--- src/rtl/radix_scatter_pkg.sv ---
// Shared radix-sort definitions: digit geometry, bucket count, FSM encoding and
// the pass-to-digit mapping used by both the scatter and snoop sides.
`ifndef MEM_ADDR_WIDTH
`define MEM_ADDR_WIDTH 16
`endif
`ifndef MEM_DATA_WIDTH
`define MEM_DATA_WIDTH 32
`endif
`ifndef EQUIHASH_c
`define EQUIHASH_c 24
`endif

package radix_scatter_pkg;

  localparam int RADIX_BITS  = 4;
  localparam int NUM_BUCKETS = 16;
  localparam int KEY_W       = `EQUIHASH_c;

  // Passes 0..4 take a nibble, pass 5 takes a single high bit, others fall back.
  localparam int LAST_NIBBLE_PASS = 4;
  localparam int HI_BIT_PASS      = 5;
  localparam int HI_BIT_IDX       = 20;
  localparam int DEFAULT_NIBBLE   = 1;

  localparam int DIGIT_SRC_W = HI_BIT_IDX + 1;
  localparam int DIGIT_USE_W = (KEY_W < DIGIT_SRC_W) ? KEY_W : DIGIT_SRC_W;

  typedef enum logic [2:0] {
    ST_IDLE  = 3'd0,
    ST_LOAD  = 3'd1,
    ST_RUN   = 3'd2,
    ST_DRAIN = 3'd3,
    ST_DONE  = 3'd4
  } scatter_state_e;

endpackage

--- src/rtl/radix_digit_sel.sv ---
// Combinational digit extractor: selects the 4-bit bucket index of a key for a
// given radix pass. Bits of the key above the hash width arrive as zero.
module radix_digit_sel
  import radix_scatter_pkg::*;
(
  input  logic [DIGIT_SRC_W-1:0] key,
  input  logic [3:0]             pass_cnt,
  output logic [RADIX_BITS-1:0]  digit
);

  // pass-to-digit mapping
  always_comb begin
    digit = key[DEFAULT_NIBBLE*RADIX_BITS +: RADIX_BITS];
    case (pass_cnt)
      4'd0:    digit = key[3:0];
      4'd1:    digit = key[7:4];
      4'd2:    digit = key[11:8];
      4'd3:    digit = key[15:12];
      4'd4:    digit = key[19:16];
      4'd5:    digit = {3'b000, key[HI_BIT_IDX]};
      default: digit = key[DEFAULT_NIBBLE*RADIX_BITS +: RADIX_BITS];
    endcase
  end

endmodule

--- src/rtl/radix_scatter.sv ---
// Counting-sort scatter: per-bucket write pointers seeded from snoop bases turn
// each item into a destination write. Optional SCATTER_BOUNDS_CHECK_EN adds a sticky overflow flag.
module radix_scatter
  import radix_scatter_pkg::*;
#(
  parameter int ADDR_W = `MEM_ADDR_WIDTH,
  parameter int DATA_W = `MEM_DATA_WIDTH
) (
  input  logic                          eclk,
  input  logic                          rstb,
  input  logic                          pass_start,
  input  logic [3:0]                    pass_cnt,
  input  logic [ADDR_W-1:0]             item_total,
  input  logic [ADDR_W-1:0]             dst_base,
  input  logic [NUM_BUCKETS*ADDR_W-1:0] bucket_base_flat,
  input  logic                          in_valid,
  output logic                          in_ready,
  input  logic [DATA_W-1:0]             in_data,
  output logic                          out_valid,
  input  logic                          out_ready,
  output logic [ADDR_W-1:0]             out_addr,
  output logic [DATA_W-1:0]             out_data,
  output logic                          busy,
  output logic                          pass_done,
  output logic                          bounds_err
);

  scatter_state_e state_r, state_nxt_s;

  logic [3:0]            pass_cnt_r;
  logic [ADDR_W-1:0]     item_total_r;
  logic [ADDR_W-1:0]     dst_base_r;
  logic [ADDR_W-1:0]     count_r;
  logic [ADDR_W-1:0]     wptr_r [NUM_BUCKETS];
  logic                  out_valid_r;
  logic [ADDR_W-1:0]     out_addr_r;
  logic [DATA_W-1:0]     out_data_r;
  logic                  busy_r;
  logic                  pass_done_r;

  logic                  seed_s;
  logic                  accept_s;
  logic                  in_ready_s;
  logic [DIGIT_SRC_W-1:0] key_s;
  logic [RADIX_BITS-1:0] digit_s;
  logic [ADDR_W-1:0]     wptr_sel_s;
  logic [ADDR_W-1:0]     count_inc_s;

  assign seed_s      = (state_r == ST_IDLE) && pass_start;
  assign in_ready_s  = (state_r == ST_RUN) && (!out_valid_r || out_ready);
  assign accept_s    = in_valid && in_ready_s;
  assign wptr_sel_s  = wptr_r[digit_s];
  assign count_inc_s = count_r + ADDR_W'(1'b1);

  // hash bits beyond the key width read as zero for digit selection
  always_comb begin
    key_s = '0;
    key_s[DIGIT_USE_W-1:0] = in_data[DIGIT_USE_W-1:0];
  end

  radix_digit_sel u_digit_sel (
    .key      (key_s),
    .pass_cnt (pass_cnt_r),
    .digit    (digit_s)
  );

  // pass sequencing
  always_comb begin
    state_nxt_s = state_r;
    case (state_r)
      ST_IDLE: begin
        if (pass_start) state_nxt_s = ST_LOAD;
        else            state_nxt_s = ST_IDLE;
      end
      ST_LOAD: begin
        if (item_total_r == '0) state_nxt_s = ST_DONE;
        else                    state_nxt_s = ST_RUN;
      end
      ST_RUN: begin
        if (accept_s && (count_inc_s == item_total_r)) state_nxt_s = ST_DRAIN;
        else                                           state_nxt_s = ST_RUN;
      end
      ST_DRAIN: begin
        if (!out_valid_r || out_ready) state_nxt_s = ST_DONE;
        else                           state_nxt_s = ST_DRAIN;
      end
      ST_DONE: state_nxt_s = ST_IDLE;
      default: state_nxt_s = ST_IDLE;
    endcase
  end

  // state register plus status flags registered from the next state
  always_ff @(posedge eclk) begin
    if (!rstb) begin
      state_r     <= ST_IDLE;
      busy_r      <= 1'b0;
      pass_done_r <= 1'b0;
    end else begin
      state_r     <= state_nxt_s;
      busy_r      <= (state_nxt_s == ST_LOAD) || (state_nxt_s == ST_RUN) ||
                     (state_nxt_s == ST_DRAIN);
      pass_done_r <= (state_nxt_s == ST_DONE);
    end
  end

  // per-pass configuration latched at pass start
  always_ff @(posedge eclk) begin
    if (!rstb) begin
      pass_cnt_r   <= 4'd0;
      item_total_r <= '0;
      dst_base_r   <= '0;
    end else if (seed_s) begin
      pass_cnt_r   <= pass_cnt;
      item_total_r <= item_total;
      dst_base_r   <= dst_base;
    end
  end

  // bucket write pointers; the accept path reads and bumps the same entry in one cycle
  always_ff @(posedge eclk) begin
    if (!rstb) begin
      for (int k = 0; k < NUM_BUCKETS; k++) wptr_r[k] <= '0;
    end else if (seed_s) begin
      for (int k = 0; k < NUM_BUCKETS; k++) wptr_r[k] <= bucket_base_flat[k*ADDR_W +: ADDR_W];
    end else if (accept_s) begin
      wptr_r[digit_s] <= wptr_sel_s + ADDR_W'(1'b1);
    end
  end

  // accepted item counter
  always_ff @(posedge eclk) begin
    if (!rstb) begin
      count_r <= '0;
    end else if (seed_s) begin
      count_r <= '0;
    end else if (accept_s) begin
      count_r <= count_inc_s;
    end
  end

  // output register; a same-cycle accept refills it while the old write drains
  always_ff @(posedge eclk) begin
    if (!rstb) begin
      out_valid_r <= 1'b0;
      out_addr_r  <= '0;
      out_data_r  <= '0;
    end else if (accept_s) begin
      out_valid_r <= 1'b1;
      out_addr_r  <= dst_base_r + wptr_sel_s;
      out_data_r  <= in_data;
    end else if (out_ready) begin
      out_valid_r <= 1'b0;
    end
  end

`ifdef SCATTER_BOUNDS_CHECK_EN
  logic [ADDR_W-1:0] limit_r [NUM_BUCKETS];
  logic              bounds_err_r;

  // bucket k may grow up to the base of bucket k+1; the last one up to item_total
  always_ff @(posedge eclk) begin
    if (!rstb) begin
      for (int k = 0; k < NUM_BUCKETS; k++) limit_r[k] <= '0;
      bounds_err_r <= 1'b0;
    end else if (seed_s) begin
      for (int k = 0; k < NUM_BUCKETS-1; k++) limit_r[k] <= bucket_base_flat[(k+1)*ADDR_W +: ADDR_W];
      limit_r[NUM_BUCKETS-1] <= item_total;
      bounds_err_r <= 1'b0;
    end else if (accept_s && (wptr_sel_s >= limit_r[digit_s])) begin
      bounds_err_r <= 1'b1;
    end
  end

  assign bounds_err = bounds_err_r;
`else
  assign bounds_err = 1'b0;
`endif

  assign in_ready  = in_ready_s;
  assign out_valid = out_valid_r;
  assign out_addr  = out_addr_r;
  assign out_data  = out_data_r;
  assign busy      = busy_r;
  assign pass_done = pass_done_r;

endmodule

--- config.mk ---
export PLATFORM = sky130hd
export DESIGN_NAME = radix_scatter
export DESIGN_NICKNAME = d
export VERILOG_FILES = /design/src/rtl/radix_scatter_pkg.sv /design/src/rtl/radix_digit_sel.sv /design/src/rtl/radix_scatter.sv
export SDC_FILE = /design/constraint.sdc
export NUM_CORES = 1
export LEC_CHECK = 0
export ABC_AREA = 0
export CORE_MARGIN = 2
export CORE_UTILIZATION = 52
export CTS_CLUSTER_SIZE = 28
export DETAILED_ROUTE_END_ITERATION = 10
export PLACE_DENSITY = 0.81
export REMOVE_ABC_BUFFERS = 1
export SLEW_MARGIN = 30
export SYNTH_ARGS = -nofsm -noshare
export SYNTH_HDL_FRONTEND = slang
export SYNTH_SLANG_ARGS = --single-unit
--- constraint.sdc ---
create_clock -name eclk -period 6.47 [get_ports eclk]
set_clock_uncertainty 0.2 [all_clocks]
set_input_delay 1.294 -clock eclk [delete_from_list [all_inputs] [get_ports eclk]]
set_output_delay 1.294 -clock eclk [all_outputs]
set_load 0.02 [all_outputs]
==> summary.txt, run 1 <==
STA
  • Setup violators final: 0
  • Max-slew violation count: 0
  • Tmin final: 6.20 ns
  • Final Cycle Share: 95.8%
  • Worst slew pin tran: 0.981 ns
  • Fmax: 0.161 GHz
  • Final hold vios: 0
  • Worst setup margin: 0.274 ns
  • RSZ-0062 raised after global routing: false
  • Max_slew headroom: 34.4%

Synth
  • Adder-cell area share of the yosys netlist: 1.47%
  • Post-synthesis mux area share: 6.86%
  • Synthesized cell area: 18400 um2
  • XOR/XNOR share of the synthesized area: 2.71%
  • Post-synth EDFFs: 256
  • Synthesis Warnings: 0
  • Compound-Gate Fraction of Synth Area: 15.9%
  • Post-synthesis cell type count: 83
  • Seq/Total Area, Yosys: 53.2%
  • Syn Inst Count: 1782
  • Simple-gate share of the synthesized area: 15.9%
  • Main combinational cell family by area after synthesis: simple AND/OR/NAND/NOR gates
  • Synth Flop Type: edfxtp_1
  • Yosys reg bits: 362
  • Async SR Flop Fraction: 0%
  • Syn Area/Cell: 10.3 um2

Finish
  • Layout Nets: 2506
  • Final cell count without fillers: 2640
  • Commonest non-fill, non-tap cell in the layout: clkdlybuf4s50_1
  • Fraction of layout cells with a size suffix above 1: 12.0%
  • Most frequent cells in the layout: clkdlybuf4s50_1 (379), nand2_1 (335), edfxtp_1 (256)
  • Antenna diodes: 0
  • Area added between synthesis and finish: 31.1%

Setup path
  • Critical Path Fanout Max: 16
  • CP Data Required Time: 6.67 ns
  • Startpoint Class: input pin
  • Crit path DAT: 6.39 ns
  • Crit Path Category: input pin to flip-flop
  • Worst setup EP type: flip-flop

Placement
  • Cells after DPL: 2570
  • Buffers on Ports: 380
  • Placer Congestion: 0.969
  • Post-DP HPWL: 45.9 mm
  • Dpl ws: -0.258 ns

Clocking
  • Clock sink count: 362
  • Clock Path Buffers: 3
  • CTS tree: done
  • H-Tree Depth: 2
  • Clk_lat worst skew: 0.54 ns
  • CTS Buf Count: 39
  • Count of hold-fix buffers inserted at cts: 0
  • Clock transition at path regs: 0.06 ns
  • Post-CTS Resized: 0
  • Clk root buf: clkbuf_16
  • Setup bufs post-CTS: 0

Floorplan
  • Die Y: 192 um
  • FP Rows: 68
  • Io pins: 382
  • Die area: 37000 um2
  • Initial cell density of the core: 53.1%
  • Die Width: 192 um
  • Core footprint: 34700 um2

Route
  • Via/cell ratio: 6.31
  • DRT Pass-1 Iters: 6
  • Total vias in the final route: 16661
  • Routed WL per cell: 24.5 um
  • Initial drt markers: 2178
  • ANT nets after route: 0
  • Drt drc: 0
  • Routed WL: 64.8 mm

Pwr
  • Power Dens Cells: 313 nW/um2
  • Worst vdd ir: 0.240 mV
  • Leak Pwr: 8.94 nW

Global routing
  • Largest net degree at the start of global routing: 197
  • Gr ovfl total: 0
  • All-Layer GR Usage: 34.3%
  • Number of global-route vias before repair: 16121
  • Antenna violations before repair: 2
  • First-pass GRT wire length: 94.3 mm

Run
  • Max_cap viols: 0

Run status
  • Status: finished clean

Min path
  • HP Class: flip-flop to flip-flop
[flip-flops by register name (all words and copies together), names as in the netlist]
signal / count
state_r: 3
out_valid: 1
out_data: 32
pass_cnt_r: 4
out_addr: 16
dst_base_r: 16
pass_done: 1
count_r: 16
busy: 1
wptr_r: 256
item_total_r: 16
[where the power goes]
| group | internal [mW] | total [mW] | switching (mW) |
|---|---|---|---|
| Combinational | 0.954 | 2.51 | 1.56 |
| Clock | 1.31 | 2.24 | 0.923 |
| Sequential | 2.72 | 2.83 | 0.103 |
[layer usage]
| metal | share of wire, % | GRT usage [%] |
|---|---|---|
| met1 | 37 | 43.8 |
| met2 | 46 | 55.0 |
| met3 | 13 | 9.42 |
| met4 | 4.5 | 14.6 |
| met5 | 0.042 | 0 |
[layout make-up]
type,count,area (um2)
clock inverters,21,181
flip-flops and latches,362,9810
repair buffers,471,4530
well taps,455,569
fillers,2521,10500
inverters,12,45.0
multi-input cells,1270,7950
clock buffers,49,1090
[path summary, 6_finish.rpt]
check / startpoint / end / slack [ns] / depth (start not counted)
min reg2reg: out_addr[14]$_SDFFE_PN0P_ / out_addr[14]$_SDFFE_PN0P_ / 0.25 / 2
max: in_data[16] / out_addr[15]$_SDFFE_PN0P_ / 0.27 / 20
min: out_addr[14]$_SDFFE_PN0P_ / out_addr[14]$_SDFFE_PN0P_ / 0.25 / 2
max reg2reg: pass_cnt_r[2]$_SDFFE_PN0P_ / out_addr[15]$_SDFFE_PN0P_ / 0.63 / 19
[Yosys cell counts, types with 5 or more instances]
| master | instances | area [um2] |
|---|---|---|
| a22o_1 | 41 | 359 |
| nand4_1 | 10 | 62.6 |
| a22oi_1 | 13 | 97.6 |
| xnor2_1 | 31 | 272 |
| dfxtp_1 | 106 | 2120 |
| o21ai_2 | 10 | 87.6 |
| nand2b_1 | 5 | 31.3 |
| a31oi_1 | 9 | 56.3 |
| edfxtp_1 | 256 | 7690 |
| nand2_1 | 336 | 1260 |
| and3_1 | 9 | 56.3 |
| a21oi_1 | 71 | 355 |
| nor2_1 | 40 | 150 |
| inv_1 | 12 | 45.0 |
| a311oi_1 | 5 | 43.8 |
| nor3_2 | 6 | 60.1 |
| nor4_1 | 11 | 68.8 |
| and2_1 | 5 | 31.3 |
| mux2_2 | 42 | 473 |
| o21ai_0 | 222 | 1110 |
| clkbuf_1 | 105 | 394 |
| buf_2 | 10 | 50.1 |
| mux2i_1 | 33 | 330 |
| or3_1 | 11 | 68.8 |
| nor3_1 | 23 | 115 |
| o22ai_1 | 13 | 81.3 |
| nand3_1 | 126 | 631 |
| nor3b_1 | 12 | 90.1 |
| o21ai_1 | 28 | 140 |
| o221ai_1 | 9 | 78.8 |
| buf_6 | 10 | 113 |
| xor2_1 | 26 | 228 |
| nor2b_1 | 6 | 37.5 |
| a21o_1 | 5 | 37.5 |
| mux4_2 | 20 | 450 |
| buf_4 | 6 | 45.0 |
| a211o_1 | 10 | 87.6 |
| ha_1 | 20 | 250 |
[worst max-delay path: stages]
cell and delay [ns]:
clkdlybuf4s50_1 0.49, mux2i_1 0.09, o21a_1 0.25, o221a_4 0.30, nor2_4 0.50, buf_4 0.33, mux2_2 0.36, o221ai_1 0.29
buf_4 0.18, nor3_2 0.05, ha_1 0.32, a21o_1 0.17, a21o_1 0.20, a2111o_1 0.44, a311oi_1 0.32, o21ai_0 0.14
a21o_1 0.21, a31oi_1 0.20, xnor2_1 0.14, a21oi_1 0.09
[cells by family (layout without fill, tap and decap cells)]
group           after synthesis  count (layout)
simple gates                627             627
compound gates              468             468
flops                       362             362
buf+inv                     150             553
mux                          96              96
xor+xnor                     57              57
fa+ha+maj                    21              21
other cells                   1               1
[through the flow]
stage | utilization [%] | total power [mW] | instance area, um2 | hold WS [ns] | setup TNS, ns
finish | 69.6 | 7.57 | 24200 | 0.250 | 0
global route | 69.6 | 7.78 | 24200 | 0.277 | 0
CTS | 69.6 | 7.49 | 24200 | 0.254 | 0
detailed placement | 65.9 | 5.28 | 22900 | 0.247 | -0.748
global placement | 65.9 | 5.23 | 22900 | 0.241 | -0.151
floorplan | - | 4.08 | 17800 | 0.256 | -1137.78
Power figures use the tool's default switching activity.
==> inputs of run 2 (changes only) <==
- CORE_MARGIN: 2 -> default
==> run 2 against run 1 <==
  * Fmax grew 0.82%
  * Clock-buffer cell count grew 1
  * Utilization grew 0.13 points
==> summary.txt, run 2 (synthesized netlist as in run 1, its figures left out) <==
Clocking
  • CTS Buf Count: 39 (unchanged)
  • Count of hold-fix buffers inserted at cts: 0 (unchanged)
  • Setup bufs post-CTS: 0 (unchanged)
  • Clk_lat worst skew: 0.55 ns (about the same)
  • H-Tree Depth: 2 (unchanged)
  • Post-CTS Resized: 0 (unchanged)
  • Clock transition at path regs: 0.06 ns (about the same)
  • Clk root buf: clkbuf_16
  • Clock Path Buffers: 3 (unchanged)
  • Clock sink count: 362 (unchanged)
  • CTS tree: done

Finish
  • Commonest non-fill, non-tap cell in the layout: clkdlybuf4s50_1
  • Fraction of layout cells with a size suffix above 1: 12.2% (+0.23 points)
  • Layout Nets: 2507 (+0.040%)
  • Flip-flop count of the largest register after layout: 256 (unchanged)
  • Fin util: 69.8% (+0.13 points)
  • Antenna diodes: 0 (unchanged)
  • Area added between synthesis and finish: 31.3%
  • Most frequent cells in the layout: clkdlybuf4s50_1 (379), nand2_1 (335), edfxtp_1 (256)
  • Largest Register: wptr_r
  • Final cell count without fillers: 2640 (unchanged)

Placement
  • Post-DP HPWL: 44.6 mm (-3.0%)
  • Placer Congestion: 0.947 (-2.3%)
  • Buffers on Ports: 380 (unchanged)
  • Cells after DPL: 2571 (+0.039%)

Route
  • Total vias in the final route: 16446 (-1.3%)
  • Routed WL: 62.9 mm (-2.9%)
  • ANT nets after route: 0 (unchanged)
  • Routed WL per cell: 23.8 um (-2.9%)
  • DRT Pass-1 Iters: 6 (unchanged)
  • Drt drc: 0 (unchanged)
  • Via/cell ratio: 6.23 (-1.3%)
  • Initial drt markers: 1852 (-15%)

Global routing
  • First-pass GRT wire length: 92.7 mm (-1.7%)
  • All-Layer GR Usage: 34.0% (-0.23 points)
  • Antenna violations before repair: 0 (-2)
  • Number of global-route vias before repair: 16016 (-0.65%)
  • Gr ovfl total: 0 (unchanged)
  • Largest net degree at the start of global routing: 197 (unchanged)

STA
  • Setup violators final: 0 (unchanged)
  • RSZ-0062 raised after global routing: false
  • Final hold vios: 0 (unchanged)
  • Worst hold margin: 0.255 ns (+0.00527 ns)
  • Max_slew headroom: 32.3% (-2.1 points)
  • Fin Setup TNS: 0 ns (unchanged)
  • Tmin final: 6.15 ns (-0.0506 ns)
  • Worst slew pin tran: 1.01 ns (+0.0250 ns)
  • Final Cycle Share: 95.0% (-0.78 points)
  • Max-slew violation count: 0 (unchanged)
  • Fmax: 0.163 GHz (+0.82%)

Setup path
  • CP Data Required Time: 6.66 ns (about the same)
  • Worst setup EP type: flip-flop
  • Crit Path Category: input pin to flip-flop
  • Crit path DAT: 6.33 ns (-0.06 ns)
  • Critical Path Fanout Max: 8 (-8)
  • Startpoint Class: input pin

Floorplan
  • Die Y: 190 um (-1.0%)
  • FP Rows: 68 (unchanged)
  • Die area: 36200 um2 (-2.1%)
  • Core footprint: 34700 um2 (unchanged)
  • Io pins: 382 (unchanged)
  • Die Width: 190 um (-1.0%)
  • Initial cell density of the core: 53.1% (unchanged)

Pwr
  • Power Dens Cells: 314 nW/um2 (+0.22%)
  • Leak Pwr: 8.96 nW (+0.30%)
  • Worst vdd ir: 0.220 mV (-8.3%)

Run status
  • Status: finished clean

Run
  • Max_cap viols: 0 (unchanged)

Min path
  • HP Class: flip-flop to flip-flop
[run 2: changes by cell type in the layout (fill, tap and decap cells not counted), sizes merged]
cell / delta
buf: +1
bufinv: +1
inv: -2
clkinv: -2
clkinvlp: +1
clkbuf: +1
[run 2: stage by stage]
stage / setup slack (ns) / cell area [um2] / power, mW
5_1_grt: 0.00449 / 24200 / 7.81
6_report: 0.324 / 24200 / 7.60
3_5_place_dp: -0.146 / 22900 / 5.28
3_3_place_gp: 0.0135 / 22900 / 5.24
2_1_floorplan: -6.11 / 17800 / 4.08
4_1_cts: 0.374 / 24200 / 7.53
[run 2: worst max-delay path, cell delays in order]
cell and delay, ns:
clkdlybuf4s50_1 0.43, nor4bb_1 0.14, a311oi_1 0.47, a2bb2oi_4 0.12, buf_4 0.20, nor4_2 0.54
a22oi_1 0.18, o221ai_1 0.13, buf_4 0.19, nor3_4 0.05, ha_1 0.32, a21oi_1 0.15
nand2_1 0.08, a21o_1 0.19, a21o_1 0.20, a2111o_1 0.45, a311oi_1 0.36, o21ai_0 0.16
a21o_1 0.23, a31oi_1 0.23, xnor2_1 0.15, a21oi_1 0.08
[run 2: layer usage]
layer / up-vias / global-route usage [%] / wire [um]
met1: 7739 / 44.5 / 23700
met4: 0 / 17.8 / 3330
li1: 7319 / - / -
met2: 1188 / 53.7 / 28800
met3: 200 / 6.62 / 7130
met5: - / 0 / 0
[run 2: cell type report]
class | count | area (um2)
Timing Repair Buffer | 472 | 4550
Multi-Input combinational cell | 1270 | 7950
Sequential cell | 362 | 9810
Clock inverter | 19 | 218
Fill cell | 2595 | 10500
Tap cell | 455 | 569
Inverter | 12 | 45.0
Clock buffer | 50 | 1080
[run 2: worst paths after layout]
check / slack, ns / end / cells past startpoint / start
min reg2reg: 0.25 / out_addr[9]$_SDFFE_PN0P_ / 2 / out_addr[9]$_SDFFE_PN0P_
min: 0.25 / out_addr[9]$_SDFFE_PN0P_ / 2 / out_addr[9]$_SDFFE_PN0P_
max reg2reg: 0.77 / out_addr[15]$_SDFFE_PN0P_ / 21 / pass_cnt_r[1]$_SDFFE_PN0P_
max: 0.32 / out_addr[15]$_SDFFE_PN0P_ / 22 / in_data[18]
[run 2: report_power, final]
group | internal [mW] | switching [mW]
Clock | 1.34 | 0.932
Combinational | 0.954 | 1.55
Sequential | 2.72 | 0.0962
Total | 5.02 | 2.58
